--- src/rtl/rr_reg_arbiter_pkg.sv ---
// Shared types and helpers for the round-robin register arbiter.
package rr_reg_arbiter_pkg;

   localparam int MAX_N = 8;

   typedef enum logic {
      ARB    = 1'b0,
      LOCKED = 1'b1
   } arb_state_e;

   function automatic int clog2(input int value);
      int r;
      r = 0;
      while ((1 << r) < value) r++;
      return r;
   endfunction

   // Callers cast the result down to their own requester count.
   function automatic logic [MAX_N-1:0] onehot(input int idx, input int n);
      logic [MAX_N-1:0] r;
      r = '0;
      for (int i = 0; i < MAX_N; i++) r[i] = (i == idx) && (i < n);
      return r;
   endfunction

endpackage

--- src/rtl/rr_reg_arbiter_if.sv ---
// Requester/register bus of the round-robin register arbiter.
interface rr_reg_arbiter_if #(
   parameter int N = 4,
   parameter int W = 8
);
   import rr_reg_arbiter_pkg::*;

   localparam int PW = (N > 1) ? clog2(N) : 1;

   logic [N-1:0]   req;
   logic [N-1:0]   lock;
   logic [N*W-1:0] din;
   logic [N-1:0]   gnt;
   logic [W-1:0]   q;
   logic           qv;
   logic [PW-1:0]  owner;
   logic           locked;

   modport master (
      output req, lock, din,
      input  gnt, q, qv, owner, locked
   );

   modport slave (
      input  req, lock, din,
      output gnt, q, qv, owner, locked
   );

endinterface

--- src/rtl/rr_reg_arbiter_pick.sv ---
// Rotating picker: first eligible requester at or after i_ptr, wrapping mod N.
module rr_pick #(
   parameter int N  = 4,
   parameter int PW = 2
) (
   input  logic [N-1:0]  i_req,
   input  logic [PW-1:0] i_ptr,
   input  logic [N-1:0]  i_mask,
   output logic          o_found,
   output logic [PW-1:0] o_idx
);

   localparam logic [PW:0] NV = (PW+1)'(N);

   logic [N-1:0]  w_elig;
   logic [N-1:0]  w_rot;
   logic [PW-1:0] w_off;
   logic [PW:0]   w_sum;

   assign w_elig = i_req & ~i_mask;
   // Rotation by doubling keeps every shift amount below N inside the window.
   assign w_rot  = N'({w_elig, w_elig} >> i_ptr);

   // Fixed priority on the rotated vector, lowest offset wins.
   always_comb begin
      o_found = 1'b0;
      w_off   = '0;
      for (int j = N - 1; j >= 0; j--) begin
         if (w_rot[j]) begin
            o_found = 1'b1;
            w_off   = PW'(j);
         end
      end
   end

   assign w_sum = {1'b0, i_ptr} + {1'b0, w_off};
   assign o_idx = (w_sum >= NV) ? PW'(w_sum - NV) : PW'(w_sum);

endmodule

--- src/rtl/rr_reg_arbiter.sv ---
// Round-robin arbiter owning one shared enabled register, with per-requester lock.
//
//  state  | meaning
//  ARB    | pick a new winner each cycle starting at ptr
//  LOCKED | owner keeps the register while req[owner] & lock[owner]
module rr_reg_arbiter #(
   parameter int N = 4,
   parameter int W = 8
) (
   input logic              clk,
   input logic              aClr,
   rr_reg_arbiter_if.slave  bus
);
   import rr_reg_arbiter_pkg::*;

   localparam int            PW   = (N > 1) ? clog2(N) : 1;
   localparam logic [PW-1:0] PMAX = PW'(N - 1);

   arb_state_e    r_state;
   logic [PW-1:0] r_ptr;
   logic [PW-1:0] r_owner;
   logic [N-1:0]  r_gnt;
   logic [W-1:0]  r_q;
   logic          r_qv;

   logic [N-1:0]  w_oh_owner;
   logic [N-1:0]  w_oh_idx;
   logic [N-1:0]  w_mask;
   logic [N-1:0]  w_gnt_nxt;
   logic [PW-1:0] w_pick_ptr;
   logic [PW-1:0] w_idx;
   logic [PW-1:0] w_win;
   logic [W-1:0]  w_din_sel;
   logic          w_in_lock;
   logic          w_found;
   logic          w_hold;
   logic          w_win_lock;
   logic          w_en;

   function automatic logic [PW-1:0] f_inc(input logic [PW-1:0] v);
      return (v == PMAX) ? '0 : v + 1'b1;
   endfunction

   assign w_in_lock  = (r_state == LOCKED);
   assign w_oh_owner = N'(onehot(int'(r_owner), N));
   assign w_hold     = w_in_lock && |(bus.req & bus.lock & w_oh_owner);
   // On release the old owner sits out the same-cycle re-arbitration.
   assign w_pick_ptr = w_in_lock ? f_inc(r_owner) : r_ptr;
   assign w_mask     = w_in_lock ? w_oh_owner : '0;

   rr_pick #(.N(N), .PW(PW)) u_pick (
      .i_req   (bus.req),
      .i_ptr   (w_pick_ptr),
      .i_mask  (w_mask),
      .o_found (w_found),
      .o_idx   (w_idx)
   );

   assign w_oh_idx   = N'(onehot(int'(w_idx), N));
   assign w_win_lock = |(bus.lock & w_oh_idx);
   assign w_win      = w_hold ? r_owner : w_idx;
   assign w_en       = w_hold | w_found;
   assign w_gnt_nxt  = N'(onehot(int'(w_win), N));

   // Data mux for the winning requester.
   always_comb begin
      w_din_sel = '0;
      for (int i = 0; i < N; i++) begin
         if (w_win == PW'(i)) w_din_sel = bus.din[i*W +: W];
      end
   end

   // Arbitration FSM with pointer, owner, grant and valid registers.
   always_ff @(posedge clk or posedge aClr) begin
      if (aClr) begin
         r_state <= ARB;
         r_ptr   <= '0;
         r_owner <= '0;
         r_gnt   <= '0;
         r_qv    <= 1'b0;
      end else begin
         r_gnt <= w_en ? w_gnt_nxt : '0;
         if (w_hold) begin
            r_state <= LOCKED;
         end else begin
            if (w_found) begin
               r_owner <= w_idx;
               r_qv    <= 1'b1;
            end
            if (w_found && w_win_lock) begin
               r_state <= LOCKED;
               r_ptr   <= w_pick_ptr;
            end else begin
               r_state <= ARB;
               r_ptr   <= w_found ? f_inc(w_idx) : w_pick_ptr;
            end
         end
      end
   end

   // Shared register, loaded only through its enable.
   always_ff @(posedge clk or posedge aClr) begin
      if (aClr)      r_q <= '0;
      else if (w_en) r_q <= w_din_sel;
   end

   assign bus.gnt    = r_gnt;
   assign bus.q      = r_q;
   assign bus.qv     = r_qv;
   assign bus.owner  = r_owner;
   assign bus.locked = w_in_lock;

endmodule

--- src/flat_wrapper.sv ---
// flat-port wrapper written by rule: the top's interface ports become plain ports
module rr_reg_arbiter_flat import rr_reg_arbiter_pkg::*;
#(
   parameter int N = 4,
   parameter int W = 8
)
  (clk, aClr, bus_req, bus_lock, bus_din, bus_gnt, bus_q, bus_qv, bus_owner, bus_locked);
  rr_reg_arbiter_if #(.N(N), .W(W)) bus_i ();
  input logic clk;
  input logic aClr;
  input wire logic [$bits(bus_i.req)-1:0] bus_req;
  input wire logic [$bits(bus_i.lock)-1:0] bus_lock;
  input wire logic [$bits(bus_i.din)-1:0] bus_din;
  output wire logic [$bits(bus_i.gnt)-1:0] bus_gnt;
  output wire logic [$bits(bus_i.q)-1:0] bus_q;
  output wire logic [$bits(bus_i.qv)-1:0] bus_qv;
  output wire logic [$bits(bus_i.owner)-1:0] bus_owner;
  output wire logic [$bits(bus_i.locked)-1:0] bus_locked;
  assign bus_i.req = bus_req;
  assign bus_i.lock = bus_lock;
  assign bus_i.din = bus_din;
  assign bus_gnt = bus_i.gnt;
  assign bus_q = bus_i.q;
  assign bus_qv = bus_i.qv;
  assign bus_owner = bus_i.owner;
  assign bus_locked = bus_i.locked;
  rr_reg_arbiter #(.N(N), .W(W)) u_core (.clk(clk), .aClr(aClr), .bus(bus_i));
endmodule
--- config.mk ---
export PLATFORM = sky130hd
export DESIGN_NAME = rr_reg_arbiter_flat
export DESIGN_NICKNAME = d
export VERILOG_FILES = /design/src/rtl/rr_reg_arbiter_pkg.sv /design/src/rtl/rr_reg_arbiter_if.sv /design/src/rtl/rr_reg_arbiter_pick.sv /design/src/rtl/rr_reg_arbiter.sv /design/src/flat_wrapper.sv
export SDC_FILE = /design/constraint.sdc
export NUM_CORES = 1
export LEC_CHECK = 0
export BUFFER_PORTS_ARGS = -buffer_cell sky130_fd_sc_hd__clkbuf_2
export CORE_MARGIN = 8
export CORE_UTILIZATION = 51
export DETAILED_ROUTE_END_ITERATION = 8
export GPL_TIMING_DRIVEN = 1
export PLACE_DENSITY = 0.82
export SLEW_MARGIN = 30
export SYNTH_ARGS = -nofsm -noshare
export SYNTH_HDL_FRONTEND = slang
export SYNTH_SLANG_ARGS = --single-unit
--- constraint.sdc ---
create_clock -name clk -period 4.9 [get_ports clk]
set_input_delay 0.49 -clock clk [delete_from_list [all_inputs] [get_ports clk]]
set_output_delay 0.49 -clock clk [all_outputs]
set_load 0.01 [all_outputs]
==> metrics list <==
- Main flop type after synthesis: dfrtp_1
- Fill cells in the final layout number 294.
* Post-route clock period utilization: 90.0%
- In the synthesized netlist the async set-or-reset flop fraction comes to 100%.
* Number of iterations in the first detailed-routing pass: 4
- The initial antenna violation count came to 0.
- Post-synthesis cell count: 195
* Layout cells sized above 1: 35.1%
* Final global-route overflow total: 0
- Total number of H-tree levels: 1
- For the pin with the worst max-slew slack, the measured transition is 0.680 ns.
- Total die area: 5610 um2
* Run status: completed
- Data on the critical path arrives at its endpoint at 4.60 ns.
* Via-to-Cell Ratio: 5.93
* Count of instances resized after the clock tree is built: 0
* First-pass GRT wire length: 7890 um
- Row generation in the floorplan step produced 21 rows.
- The final max-slew violation count is 0.
* Antenna cells: 0
- Total I/O pin count: 58
- Yosys reg bits: 18
- Summing all multi-input logic gate instances after layout gives 1230 um2.
- TritonCTS built the clock tree.
- Core Region: 3340 um2
- Setup repair after global routing left no endpoint under its margin.
* Leading post-synthesis cells by cell area: dfrtp_1 (25%), mux2i_1 (9.1%), mux2_2 (5.1%)
- Across all hold checks on the routed design, the worst slack comes to 0.258 ns.
- Height of the die: 74.9 um
* Post-route cell area: 2110 um2
- The number of global-route vias before repair was 1721.
* HPWL Detailed: 3930 um
- Total detailed-routing wirelength: 4930 um
* Hold Violations, Final: 0
- For this configuration, the core starts out at a cell density of 53.0%.
- Number of buffers added on ports: 57
- Clock skew on the completed layout was measured at 0.00293 ns.
- Inserted Clock Buffers: 3
* Antenna Nets Post-Route: 0
- The share of synthesized area in the top cell type comes to 25.5%.
* Max-slew headroom: 54.3%
* Width of the die: 74.9 um
- Number of setup buffers added after CTS: 0
- Placer's final routability congestion estimate: 0.904
- Total GRT Usage: 17.8%
- Number of flops mapped to enable cells by yosys: 0
- The final layout contains 297 nets.
- Placed Instance Area: 2080 um2
- STA classifies the critical path endpoint as a flop.
- Post-route minimum period: 4.41 ns
- After routing, the total negative slack on setup checks comes to 0 ns.
* Clk buf depth: 2
* Pin count of the biggest net entering global routing: 26
- Setup Viol. Count Final: 0
- Initial detailed-routing violation count: 125
- Portion of the post-synthesis area used by sequential elements: 25.5%
- Registers take 450 um2.
* Clock tree root buffer cell: clkbuf_4
- Static timing analysis puts the maximum clock frequency at 0.227 GHz.
- After synthesis, the netlist uses 57 different library cells.
* Max_cap viols: 0
* Number of clock sinks: 18
- Average size of a mapped cell: 9.07 um2
- Required time of the critical path: 5.09 ns
- Worst-Skew Late Latency: 0.30 ns
- Of all nets on the critical path, the largest fanout is 15.
* Summed instance area of the synthesized netlist: 1770 um2
- Synthesized net count: 243
- Detailed routing inserted a total of 1742 vias.
- Routed length per instance: 16.8 um
* Type of the worst min-delay path: in -> async
- Startpoint-to-endpoint class of the critical path: reg -> reg
- Signed area change from the synthesized netlist to the final layout: 19.5%
- Clock transition at the register clock pins on the worst setup and hold paths after CTS: 0.11 ns
- Post-CTS Hold Buffers: 0
* Library cell occupying the most area in the post-synthesis netlist: dfrtp_1
- Startpoint type of the worst setup path: flop
* Number of warnings reported in the yosys synthesis log: 0
- DRC errors left: 0
[logic make-up (layout without fill, tap and decap cells)]
group,Yosys count,count (layout),synth area share [%]
buffers and inverters,20,73,4.95
muxes,27,27,16.7
adders and majority gates,6,6,4.25
AOI/OAI and AO/OA,67,67,30.0
DFF,18,18,25.5
and+or+nand+nor,57,57,18.6
[stage by stage]
stage	util (%)	std cells	setup slack (ns)
after floorplan	-	195	0.679
after global placement	62.2	290	0.661
after detailed placement	62.2	290	0.567
after CTS	63.3	294	0.546
after global routing	63.3	294	0.217
final	63.3	294	0.491
[synth_stat cells (all sizes together) (3+ instances only)]
cell type,n
nand3,5
a211oi,3
nand2b,4
and2,3
ha,6
buf,4
dfrtp,18
o22ai,3
o31ai,4
nand2,14
o21ai,11
mux2,10
nor2,10
mux2i,17
a211o,3
a21oi,15
nor3,7
inv,10
clkbuf,6
a22o,4
a21bo,4
o32a,4
[registers in the layout, summed over array words and instances, names as in the netlist]
signal / cells
u_core.bus.q: 8
u_core.r_ptr: 2
u_core.bus.locked: 1
u_core.bus.gnt: 4
u_core.bus.qv: 1
u_core.bus.owner: 2
[metal layers]
| metal | global-route usage, % | vias to the layer above | wire length [um] |
|---|---|---|---|
| met5 | 0 | - | 0 |
| met4 | 4.13 | 0 | 41 |
| met3 | 4.39 | 4 | 361 |
| met2 | 30.8 | 74 | 2500 |
| met1 | 21.4 | 815 | 2030 |
| li1 | - | 849 | - |
[worst max-delay path, cell delays in order (launching register included)]
cell       delay (ns)
dfrtp_1          0.71
inv_1            0.17
ha_1             0.41
mux2i_1          0.34
o21ai_0          0.15
nand2_1          0.09
o21ai_0          0.07
a221oi_1         0.30
ha_1             0.22
inv_1            0.06
or4_4            0.55
o211ai_4         0.27
ha_1             0.27
and2_1           0.19
a2111oi_4        0.08
and3_1           0.22
a211o_1          0.22
[area by class of cell]
class / instances / area share (%)
flip-flops and latches: 18 / 21.3
well taps: 46 / 2.73
clock buffers: 4 / 1.72
multi-input cells: 157 / 58.2
inverters: 10 / 1.78
repair buffers: 59 / 14.2
[path summary, 6_finish.rpt]
path	depth (start not counted)	endpoint	start	slack (ns)
max	16	u_core.r_ptr[1]	u_core.bus.owner[1]	0.49
max reg2reg	16	u_core.r_ptr[1]	u_core.bus.owner[1]	0.49
min reg2reg	1	u_core.bus.qv	u_core.bus.qv	0.51
max in group asynchronous	2	u_core.bus.gnt[2]	aClr	4.21
min	2	u_core.bus.gnt[3]	aClr	0.26
min in group clk	2	u_core.bus.q[4]	bus_din[20]	0.43
[cell usage in the layout (no fill, tap or decap), types with 6 or more instances in the layout]
master | Yosys | final
nand2_1 | 14 | 14
nor3_1 | 6 | 6
dfrtp_1 | 18 | 18
o21ai_0 | 6 | 6
nor2_1 | 9 | 9
inv_1 | 9 | 9
ha_1 | 6 | 6
a21oi_1 | 15 | 15
mux2i_1 | 16 | 16
clkbuf_2 | 0 | 57
mux2_2 | 8 | 8
Power is not shown: default switching activity piles up to over one toggle a cycle in this logic, so the estimate is an artifact.
